## config.mk

```make
export PLATFORM = sky130hd
export DESIGN_NAME = key_sw_dev
export DESIGN_NICKNAME = d
export VERILOG_FILES = /design/src/rtl/key_sw_dev.sv
export SDC_FILE = /design/constraint.sdc
export NUM_CORES = 1
export LEC_CHECK = 0
export CAP_MARGIN = 20
export CORE_MARGIN = 2
export CORE_UTILIZATION = 55
export DETAILED_ROUTE_END_ITERATION = 12
export GPL_ROUTABILITY_DRIVEN = 0
export GPL_TIMING_DRIVEN = 1
export HOLD_SLACK_MARGIN = 0.05
export PLACE_DENSITY_LB_ADDON = 0.15
export SYNTH_ARGS = -nofsm -noshare
export SYNTH_HDL_FRONTEND = slang
export SYNTH_SLANG_ARGS = --single-unit
```

## constraint.sdc

```tcl
create_clock -name clk -period 6.71 [get_ports clk]
set_clock_uncertainty 0.15 [all_clocks]
set_input_delay 2.013 -clock clk [delete_from_list [all_inputs] [get_ports clk]]
set_output_delay 2.013 -clock clk [all_outputs]
set_load 0.02 [all_outputs]
```

## src/rtl/key_sw_dev.sv

```systemverilog
// Memory-mapped key/switch device: synchronizes and debounces 4 keys and 10 switches,
// exposes data/control registers at FFF0..FFF6; interrupt logic is built only with KEYSW_IRQ_EN.
module key_sw_dev #(
    parameter int DBITS      = 16,
    parameter int DEB_CYCLES = 500000,
    parameter int DEB_BITS   = 20
) (
    input  logic             clk,
    input  logic             reset,
    input  logic [DBITS-1:0] addr,
    input  logic [DBITS-1:0] wdata,
    input  logic             we,
    input  logic             re,
    output logic [DBITS-1:0] rdata,
    output logic             sel,
    output logic             irq,
    input  logic [3:0]       key,
    input  logic [9:0]       sw
);

    localparam logic [DBITS-1:0]    A_KDATA  = DBITS'(16'hFFF0);
    localparam logic [DBITS-1:0]    A_SDATA  = DBITS'(16'hFFF2);
    localparam logic [DBITS-1:0]    A_KCTRL  = DBITS'(16'hFFF4);
    localparam logic [DBITS-1:0]    A_SCTRL  = DBITS'(16'hFFF6);
    localparam logic [DBITS-1:0]    UNMAPPED = DBITS'(16'hDEAD);
    localparam logic [DEB_BITS-1:0] CNT_LAST = DEB_BITS'(DEB_CYCLES - 1);

    logic [3:0]          r_key_s1, r_key_s2, r_kdeb;
    logic [9:0]          r_sw_s1, r_sw_s2, r_sdeb;
    logic [DEB_BITS-1:0] r_kcnt, r_scnt;
    logic                r_kready, r_kovr, r_sready, r_sovr;

    logic w_kdiff, w_sdiff, w_kupd, w_supd;
    logic w_a_kdata, w_a_sdata, w_a_kctrl, w_a_sctrl;
    logic w_k_wr, w_s_wr;
    logic w_k_rdy_clr, w_s_rdy_clr, w_k_ovr_clr, w_s_ovr_clr;
    logic w_k_ovr_set, w_s_ovr_set;
    logic w_kie, w_sie;
    logic [DBITS-1:0] w_kctrl, w_sctrl;
    logic w_unused;

    // An update fires on the cycle the counter has seen DEB_CYCLES consecutive differing samples.
    assign w_kdiff = (r_key_s2 != r_kdeb);
    assign w_sdiff = (r_sw_s2 != r_sdeb);
    assign w_kupd  = w_kdiff && (r_kcnt == CNT_LAST);
    assign w_supd  = w_sdiff && (r_scnt == CNT_LAST);

    always_ff @(posedge clk) begin
        if (reset) begin
            r_key_s1 <= 4'hF;
            r_key_s2 <= 4'hF;
            r_kdeb   <= 4'hF;
            r_kcnt   <= '0;
        end else begin
            r_key_s1 <= key;
            r_key_s2 <= r_key_s1;
            if (!w_kdiff) begin
                r_kcnt <= '0;
            end else if (w_kupd) begin
                r_kdeb <= r_key_s2;
                r_kcnt <= '0;
            end else begin
                r_kcnt <= r_kcnt + 1'b1;
            end
        end
    end

    always_ff @(posedge clk) begin
        if (reset) begin
            r_sw_s1 <= 10'h000;
            r_sw_s2 <= 10'h000;
            r_sdeb  <= 10'h000;
            r_scnt  <= '0;
        end else begin
            r_sw_s1 <= sw;
            r_sw_s2 <= r_sw_s1;
            if (!w_sdiff) begin
                r_scnt <= '0;
            end else if (w_supd) begin
                r_sdeb <= r_sw_s2;
                r_scnt <= '0;
            end else begin
                r_scnt <= r_scnt + 1'b1;
            end
        end
    end

    assign w_a_kdata = (addr == A_KDATA);
    assign w_a_sdata = (addr == A_SDATA);
    assign w_a_kctrl = (addr == A_KCTRL);
    assign w_a_sctrl = (addr == A_SCTRL);
    assign w_k_wr    = we & w_a_kctrl;
    assign w_s_wr    = we & w_a_sctrl;

    // A READY being cleared this cycle does not count as "already ready" for overrun purposes.
    assign w_k_rdy_clr = (re & w_a_kdata) | (w_k_wr & ~wdata[0]);
    assign w_s_rdy_clr = (re & w_a_sdata) | (w_s_wr & ~wdata[0]);
    assign w_k_ovr_clr = w_k_wr & ~wdata[2];
    assign w_s_ovr_clr = w_s_wr & ~wdata[2];
    assign w_k_ovr_set = w_kupd & r_kready & ~w_k_rdy_clr;
    assign w_s_ovr_set = w_supd & r_sready & ~w_s_rdy_clr;

    always_ff @(posedge clk) begin
        if (reset) begin
            r_kready <= 1'b0;
            r_kovr   <= 1'b0;
            r_sready <= 1'b0;
            r_sovr   <= 1'b0;
        end else begin
            if (w_kupd)           r_kready <= 1'b1;
            else if (w_k_rdy_clr) r_kready <= 1'b0;
            if (w_k_ovr_set)      r_kovr   <= 1'b1;
            else if (w_k_ovr_clr) r_kovr   <= 1'b0;
            if (w_supd)           r_sready <= 1'b1;
            else if (w_s_rdy_clr) r_sready <= 1'b0;
            if (w_s_ovr_set)      r_sovr   <= 1'b1;
            else if (w_s_ovr_clr) r_sovr   <= 1'b0;
        end
    end

`ifdef KEYSW_IRQ_EN
    logic r_kie, r_sie, r_irq;

    always_ff @(posedge clk) begin
        if (reset) begin
            r_kie <= 1'b0;
            r_sie <= 1'b0;
            r_irq <= 1'b0;
        end else begin
            if (w_k_wr) r_kie <= wdata[8];
            if (w_s_wr) r_sie <= wdata[8];
            r_irq <= (r_kready & r_kie) | (r_sready & r_sie);
        end
    end

    assign w_kie = r_kie;
    assign w_sie = r_sie;
    assign irq   = r_irq;
`else
    assign w_kie = 1'b0;
    assign w_sie = 1'b0;
    assign irq   = 1'b0;
`endif

    assign w_kctrl  = DBITS'({w_kie, 5'b0, r_kovr, 1'b0, r_kready});
    assign w_sctrl  = DBITS'({w_sie, 5'b0, r_sovr, 1'b0, r_sready});
    assign w_unused = ^wdata;

    // Read data depends on addr only; odd addresses inside the window are unmapped.
    always_comb begin
        rdata = UNMAPPED;
        sel   = 1'b0;
        if (w_a_kdata) begin
            rdata = DBITS'(r_kdeb);
            sel   = 1'b1;
        end else if (w_a_sdata) begin
            rdata = DBITS'(r_sdeb);
            sel   = 1'b1;
        end else if (w_a_kctrl) begin
            rdata = w_kctrl;
            sel   = 1'b1;
        end else if (w_a_sctrl) begin
            rdata = w_sctrl;
            sel   = 1'b1;
        end
    end

endmodule

```

### Word level (Yosys, flattened, before mapping)

Index checks and enable logic that the tools add are counted.

| operators by class | value |
|---|---|
| add/subtract/negate cells | 2 |
| $mul | 0 |
| div/mod/pow operators | 0 |
| order comparisons | 0 |
| equality and inequality tests | 8 |
| shift operators | 0 |
| muxes and demuxes | 16 |
| bitwise gates (word level) | 20 |
| reductions and logical operators | 10 |

Operators by type and width:

| cell | count |
|---|---|
| $eq 16x16->1 const B | 4 |
| $mux 16 | 4 |
| $add 20x1->20 const B | 2 |
| $eq 20x19->1 const B | 2 |
| $and 1x1->1 | 12 |
| $mux 1 | 12 |
| $ne 10x10->1 | 1 |
| $reduce_bool 2->1 | 4 |
| $not 1->1 | 6 |
| $reduce_or 3->1 | 2 |
| $ne 4x4->1 | 1 |
| $reduce_and 2->1 | 2 |
| $logic_and 1x1->1 | 2 |
| $or 1x1->1 | 2 |

| storage, ports and cells | value |
|---|---|
| bits in registers | 86 |
| bits in latches | 0 |
| bits in writable memories | 0 |
| ROM bits | 0 |
| input port bits | 50 |
| output and inout port bits | 18 |
| memories kept | 0 |

### Logic depth before layout (Yosys ltp)

Gate-level depths: netlist (run 1).

| depth | value |
|---|---|
| word-level depth | 7 |
| mapped depth | 7 |
| gate-level depth less buffers | 6 |

### Worst setup path after synthesis (run 1)

Ideal clock, no wire load.

| timing path | value |
|---|---|
| path kind | input-to-output |
| start point | input port addr[3] |
| end point | output port rdata[1] |
| data arrival time | 3.499 ns |
| data required time | 4.547 ns |
| path slack | 1.048 ns |
| cell stages on the path | 4 |
| path buffers | 1 |
| cells stage by stage | nand4b_1 -> or4_1 -> clkbuf_1 -> nor3_1 |

| on the way | value |
|---|---|
| longest elaborated chain between the ends | 4 |
| elaborated cells on any way between the ends | 6 |
| those cells by class | eq/ne (3); mux (3) |

Ends and longest elaborated chain:

| element | RTL line | source |
|---|---|---|
| start: declaration | 10 | `input logic [DBITS-1:0] addr,` |
| $eq 16x16->1 | 90 | `assign w_a_kctrl = (addr == A_KCTRL);` |
| $mux 16 | 159 | `end else if (w_a_kctrl) begin` |
| $mux 16 | 156 | `end else if (w_a_sdata) begin` |
| $mux 16 (*) | 153 | `if (w_a_kdata) begin` |
| end: declaration | 14 | `output logic [DBITS-1:0] rdata,` |

Every way passes the cells marked *; elsewhere a longest branch is shown, timed or not.

### Worst setup path in the final report (run 1)

| timing path | value |
|---|---|
| start point | input port addr[3] |
| end point | output port rdata[4] |

Same word-level chain as after synthesis.

==> results of run 1 <==
routing by layer:
layer	GRT usage, %	vias to the layer above	part of all wire (%)
li1	-	1407	-
met2	33.7	76	48
met1	26.6	1314	45
met4	7.50	0	1.4
met3	4.86	11	5.0
met5	0	-	0
worst register-to-register path, cell delays in order (launching register included):
cell and delay, ps:
dfxtp_1 380, ha_1 240, and4_1 280, nand2_1 110, nor4_4 430, or2_1 590, nor2_1 130
layout make-up:
cell class              instances  area [µm²]
fillers                       507        2040
multi-input cells             278        1740
flip-flops and latches         86        1720
repair buffers                 55         541
clock buffers                  10         138
well taps                      77        96.3
clock inverters                 6        47.5
inverters                       8        30.0
cells by family (layout without fill, tap and decap cells):
family                   Yosys count  in the layout  share of synthesized area [%]
AND/OR/NAND/NOR                  187            187                           28.1
AO/OA/AOI/OAI                     33             33                           5.20
multiplexers                       4              4                           1.80
adder cells (fa/ha/maj)            2              2                          0.693
other                              1              2                          0.104
flip-flops                        86             86                           47.7
XOR/XNOR                          50             50                           12.1
buffers and inverters             31             79                           4.23
sequential cells by signal, summed over array words and instances, names as in the netlist:
| name | cells |
|---|---|
| r_sovr | 1 |
| r_kcnt | 20 |
| r_scnt | 20 |
| r_sw_s2 | 10 |
| r_key_s1 | 4 |
| r_kovr | 1 |
| r_sw_s1 | 10 |
| r_kready | 1 |
| r_kdeb | 4 |
| r_sdeb | 10 |
| r_sready | 1 |
| r_key_s2 | 4 |
power by group through the flow:
stage / registers [mW] / logic (mW) / clock network [mW]
2_1_floorplan: 0.536 / 0.0340 / 0
3_3_place_gp: 0.537 / 0.0572 / 0
3_5_place_dp: 0.537 / 0.0584 / 0
4_1_cts: 0.525 / 0.0586 / 0.340
5_1_grt: 0.526 / 0.0644 / 0.365
6_report: 0.525 / 0.0579 / 0.333
Yosys cell counts, types with 8 or more instances:
master / n / share of area (%)
dfxtp_1: 86 / 48
o21ai_1: 11 / 1.5
nand3_1: 21 / 2.9
nand2_1: 24 / 2.5
a21oi_1: 13 / 1.8
xnor2_1: 23 / 5.6
xor2_1: 27 / 6.6
or2_2: 10 / 1.7
nand4_1: 14 / 2.4
clkbuf_1: 10 / 1.0
nor2b_1: 21 / 3.6
nor2_1: 50 / 5.2
buf_4: 8 / 1.7
stage by stage:
stage | std cells | cell area, µm² | util, % | hold WS [ps]
2_1_floorplan | 395 | 3610 | - | 239
6_report | 520 | 4310 | 67.9 | 267
3_3_place_gp | 504 | 4130 | 65.0 | 242
3_5_place_dp | 504 | 4130 | 65.0 | 248
5_1_grt | 520 | 4310 | 67.9 | 286
4_1_cts | 520 | 4310 | 67.9 | 270
worst max-delay path by stage:
stage               startpoint  endpoint  cells past startpoint  slack, ps
finish                 addr[3]  rdata[4]                      6        140
floorplan              addr[3]  rdata[1]                      4       1050
CTS                    addr[3]  rdata[4]                      6        100
detailed placement     addr[3]  rdata[4]                      6        120
global route           addr[3]  rdata[4]                      6         20
global placement       addr[3]  rdata[4]                      6        130
==> results.md, run 1 <==
* Pre-antenna DRT Iters at 5
* DR iter-0 viols at 122
* Postcts setup bufs at 0
* Sw frac at 24.0%
* # nets final at 490
* Total die area at approximately 0.0072 mm²
* Main flop type after synthesis: dfxtp_1
* Area growth syn-to-layout at 19.5%
* Syn Area/Cell at 9.16 µm²
* Via count at 2808
* Worst slew pin tran at 794 ps
* Starting Density at between 50 and 60%
* Crit path top cell by count: clkdlybuf4s50_1
* CP Buf/Inv Count at 2
* R2r setup slk at between 4000 and 5000 ps
* Crit Path Category: input port to output pin
* Final slew viol count at 0
* Worst hold-check path type: register to register
* Htree depth at 3
* GRT overflow at 0
* Max VDD drop at between 0.1 and 0.15 mV
* Commonest non-fill, non-tap cells in the layout: dfxtp_1, clkdlybuf4s50_1, nor2_1
* Asr flop ratio synth at 0%
* Slew HR at 46.6%
* Run status: finished clean
* Vias in the first global route at ~2700
* Clock Latency Late Sink at 350 ps
* Buffer levels on the longest clock path at 2
* Internal Power at 696 µW
* Core area at around 0.0063 mm²
* Worst EP required at approximately 4600 ps
* PortBufs at between 50 and 60
* Reg2reg start: r_kcnt[0]
* Total CTS buffers at 9
* YS warnings at 0
* Setup_tns at 0 ps
* Share of cells above drive strength 1 at 9.03%
* CP top delay family: simple AND/OR/NAND/NOR gates
* Root Buffer: clkbuf_8
* Hold EP: r_key_s2[3]
* Largest net degree at the start of global routing at 38
* Min cycle time layout at 6570 ps
* # IOs at 68
* # rows at 29
* CP Max Fanout at 7
* Final worst slack at between 100 and 150 ps
* Period utilization at 97.9%
* Gate power share at 6.3%
* Clock transition at path regs at ~90 ps
* # setup viols final at 0
* Max stage delay on crit path at 740 ps
* EDFF count, synth at 0
* Clock share of power at between 30 and 40%
* Via/cell ratio at 5.40
* Initial antenna violation count at 0
* CTS sink cnt at 86
* Number of max-cap violations at 0
* Sequential fraction of design power at 57.3%
* Min-delay src: r_key_s1[3]
* Diodes inserted at 0
* Most common cell after layout, fill and taps aside: dfxtp_1
* Cells after synthesis at about 400
* Design Power at 916 µW
* Final ANT Viol Nets at 0
* CTS tree: built
* Yosys reg bits at between 80 and 90
* Hold_buf cts at 0
* Crit path arrival time at about 4400 ps
* Cts repair resizes at 0
* First-pass GRT wire length at about 12000 µm
* Final Hold Violating Endpoints at 0
* Leak at 1.52 nW
* Final wirelength at 7060 µm
* Synth cell types at 40
* FMAX at 152 MHz
* Setup crit end kind: output pin
* Slowest CP cell: or4_1
* RSZ-0062 raised after global routing: false
* CP startpoint kind: input port
* Detailed placement HPWL at 5050 µm
* Reg-to-reg critical path endpoint: r_kcnt[6]
* Hold depth at 1
* Mapped Area at 0.00361 mm²
* Crit-path cells: clkdlybuf4s50_1 -> nand4b_1 -> or4_1 -> nor3_1 -> and2_1 -> clkdlybuf4s50_1
* Chip height at 85 µm
* Post-synthesis sequential area ratio at 47.7%
* PD cells at 212 mW/mm²
* Net Switching at 219 µW
* GRT Util Overall at approximately a fifth
* Residual DRC at 0
* Width of the die at 85 µm
* Pre-CTS setup slack at 118 ps
* Routed WL per cell at about 14 µm
* R2R depth at 6
Note: power is estimated with default switching activity, not from simulation.
==> inputs of run 2 (changes only) <==
--- a/config.mk
+++ b/config.mk
@@ -10,9 +10,10 @@
 export CORE_UTILIZATION = 55
 export DETAILED_ROUTE_END_ITERATION = 12
 export GPL_ROUTABILITY_DRIVEN = 0
-export GPL_TIMING_DRIVEN = 1
+export GPL_TIMING_DRIVEN = 0
 export HOLD_SLACK_MARGIN = 0.05
 export PLACE_DENSITY_LB_ADDON = 0.15
+export SETUP_SLACK_MARGIN = 0.15
 export SYNTH_ARGS = -nofsm -noshare
 export SYNTH_HDL_FRONTEND = slang
 export SYNTH_SLANG_ARGS = --single-unit
==> run 2 against run 1 <==
Compared with the run above: sequential power hardly changed; final area is 2.6% higher; non-clock buffer count is 17 higher; power is 5.2% higher; flip-flop and latch count stayed put; clock power is 13% higher; die area stayed put; utilization is 1.8 points higher; critical endpoint is now rdata[0]; largest power group unchanged.
==> results.md, run 2 (synthesis results as in run 1) <==
* Most common cell after layout, fill and taps aside: dfxtp_1
* Reg-to-reg critical path endpoint: r_kcnt[2]
* Commonest non-fill, non-tap cells in the layout: dfxtp_1, nor2_1, clkdlybuf4s50_1
* Slew HR at between 40% and 50%
* Width of the die at 85 µm
* DR iter-0 viols at between 100 and 150
* Fillcell total at 516
* Hold_buf cts at 0
* Hold EP: r_key_s2[2]
* Via/cell ratio at 5.34
* # setup viols final at 0
* Worst EP required at roughly 4600 ps
* Final ANT Viol Nets at 0
* # IOs at 68
* Pre-CTS setup slack at ~30 ps
* CP startpoint kind: input port
* Area growth syn-to-layout at 22.6%
* Chip height at 85 µm
* Final slew viol count at 0
* Period utilization at 95.8%
* Residual DRC at 0
* Worst slew pin tran at 863 ps
* CP Max Fanout at 10
* Final worst slack at 279 ps
* Reg2reg start: r_kcnt[0]
* CTS tree: built
* Htree depth at 3
* First-pass GRT wire length at 12700 µm
* Detailed placement HPWL at 5280 µm
* PD cells at 218 mW/mm²
* Pre-antenna DRT Iters at 4
* Sw frac at 22.5%
* Initial antenna violation count at 0
* Starting Density at 56.8%
* Clock transition at path regs at 90 ps
* Diodes inserted at 0
* FMAX at 155 MHz
* RSZ-0062 raised after global routing: false
* Clock share of power at 39.1%
* Final Hold Violating Endpoints at 0
* Setup crit end kind: output pin
* Setup crit start: addr[13]
* Total die area at ~0.0072 mm²
* Max VDD drop at 0.163 mV
* Core area at about 0.0063 mm²
* Buffer levels on the longest clock path at 2
* Top Registers: r_kcnt x20, r_scnt x20
* Worst hold-check path type: register to register
* # rows at 29
* GRT Util Overall at about 22%
* Leak at approximately 1.6 nW
* Net Switching at 217 µW
* # nets final at 507
* Clock Latency Late Sink at 360 ps
* Sequential fraction of design power at 54.5%
* Final wirelength at 7450 µm
* Number of max-cap violations at 0
* R2r setup slk at 4490 ps
* Setup_tns at 0 ps
* R2R depth at 7
* PortBufs at 49
* Area after DPL at 0.00420 mm²
* Total CTS buffers at 9
* Design Power at 963 µW
* Utilization after layout at a little over two thirds
* Vias in the first global route at 2819
* Crit path arrival time at between 4000 and 5000 ps
* Share of cells above drive strength 1 at 10.9%
* Gate power share at roughly 6.4%
* CTS sink cnt at 86
* Root Buffer: clkbuf_8
* Routed WL per cell at 13.9 µm
* Internal Power at roughly 750 µW
* Min cycle time layout at 6430 ps
* Post-Layout Inst Area at between 0.004 and 0.005 mm²
* Hold depth at 1
* Via count at 2867
* Run status: finished clean
* Crit Path Category: input port to output pin
* Min-delay src: r_key_s1[2]
* Largest net degree at the start of global routing at 15
* GRT overflow at 0
run 2: power groups by stage:
stage / registers [mW] / clock network [mW] / logic [mW]
after floorplan: 0.536 / 0 / 0.0340
after global placement: 0.537 / 0 / 0.0608
after detailed placement: 0.537 / 0 / 0.0619
after CTS: 0.525 / 0.382 / 0.0623
after global routing: 0.526 / 0.399 / 0.0693
final: 0.525 / 0.376 / 0.0616
run 2: worst max-delay path by stage:
| stage | end | depth (start not counted) | slack [ps] |
|---|---|---|---|
| after CTS | rdata[4] | 7 | 160 |
| after global routing | rdata[1] | 6 | 150 |
| after floorplan | rdata[1] | 4 | 1050 |
| after global placement | rdata[4] | 7 | 20 |
| final | rdata[0] | 6 | 280 |
| after detailed placement | rdata[4] | 7 | 30 |
run 2: through the flow:
stage / hold slack, ps / instances
global route: 278 / 537
detailed placement: 244 / 521
global placement: 242 / 521
CTS: 265 / 537
floorplan: 239 / 395
finish: 265 / 537
run 2: repair_timing:
| item | 4_1_cts | 5_1_grt |
|---|---|---|
| pin swaps | 0 | 0 |
| setup endpoints to repair | 3 | 6 |
| resized for setup | 2 | 4 |
| setup buffers | 0 | 0 |
run 2: worst max-delay path, stage by stage:
cell and delay (ps):
clkdlybuf4s50_1 460, nand4b_1 130, or4_1 570, buf_2 230, or2_2 330, clkdlybuf4s50_1 540
run 2: per-layer routing:
metal / track usage [%] / wire, µm / up-vias
li1: - / - / 1437
met1: 26.6 / 3250 / 1327
met2: 37.9 / 3670 / 86
met3: 3.89 / 348 / 17
met4: 11.1 / 181 / 0
met5: 0 / 0 / -
run 2: layout make-up:
class / count / area (µm²) / area share, %
Inverter: 8 / 30.0 / 0.679
Clock inverter: 4 / 55.1 / 1.24
Clock buffer: 12 / 155 / 3.51
Multi-Input combinational cell: 278 / 1740 / 39.4
Buffer: 23 / 124 / 2.80
Sequential cell: 86 / 1720 / 38.9
Timing Repair Buffer: 49 / 498 / 11.3
Tap cell: 77 / 96.3 / 2.18
==> inputs of run 3 (changes only) <==
--- a/config.mk
+++ b/config.mk
@@ -5,7 +5,6 @@
 export SDC_FILE = /design/constraint.sdc
 export NUM_CORES = 1
 export LEC_CHECK = 0
-export CAP_MARGIN = 20
 export CORE_MARGIN = 2
 export CORE_UTILIZATION = 55
 export DETAILED_ROUTE_END_ITERATION = 12
==> results of run 3 <==
The final DEF is identical to that of run 2; final timing and power are the same.
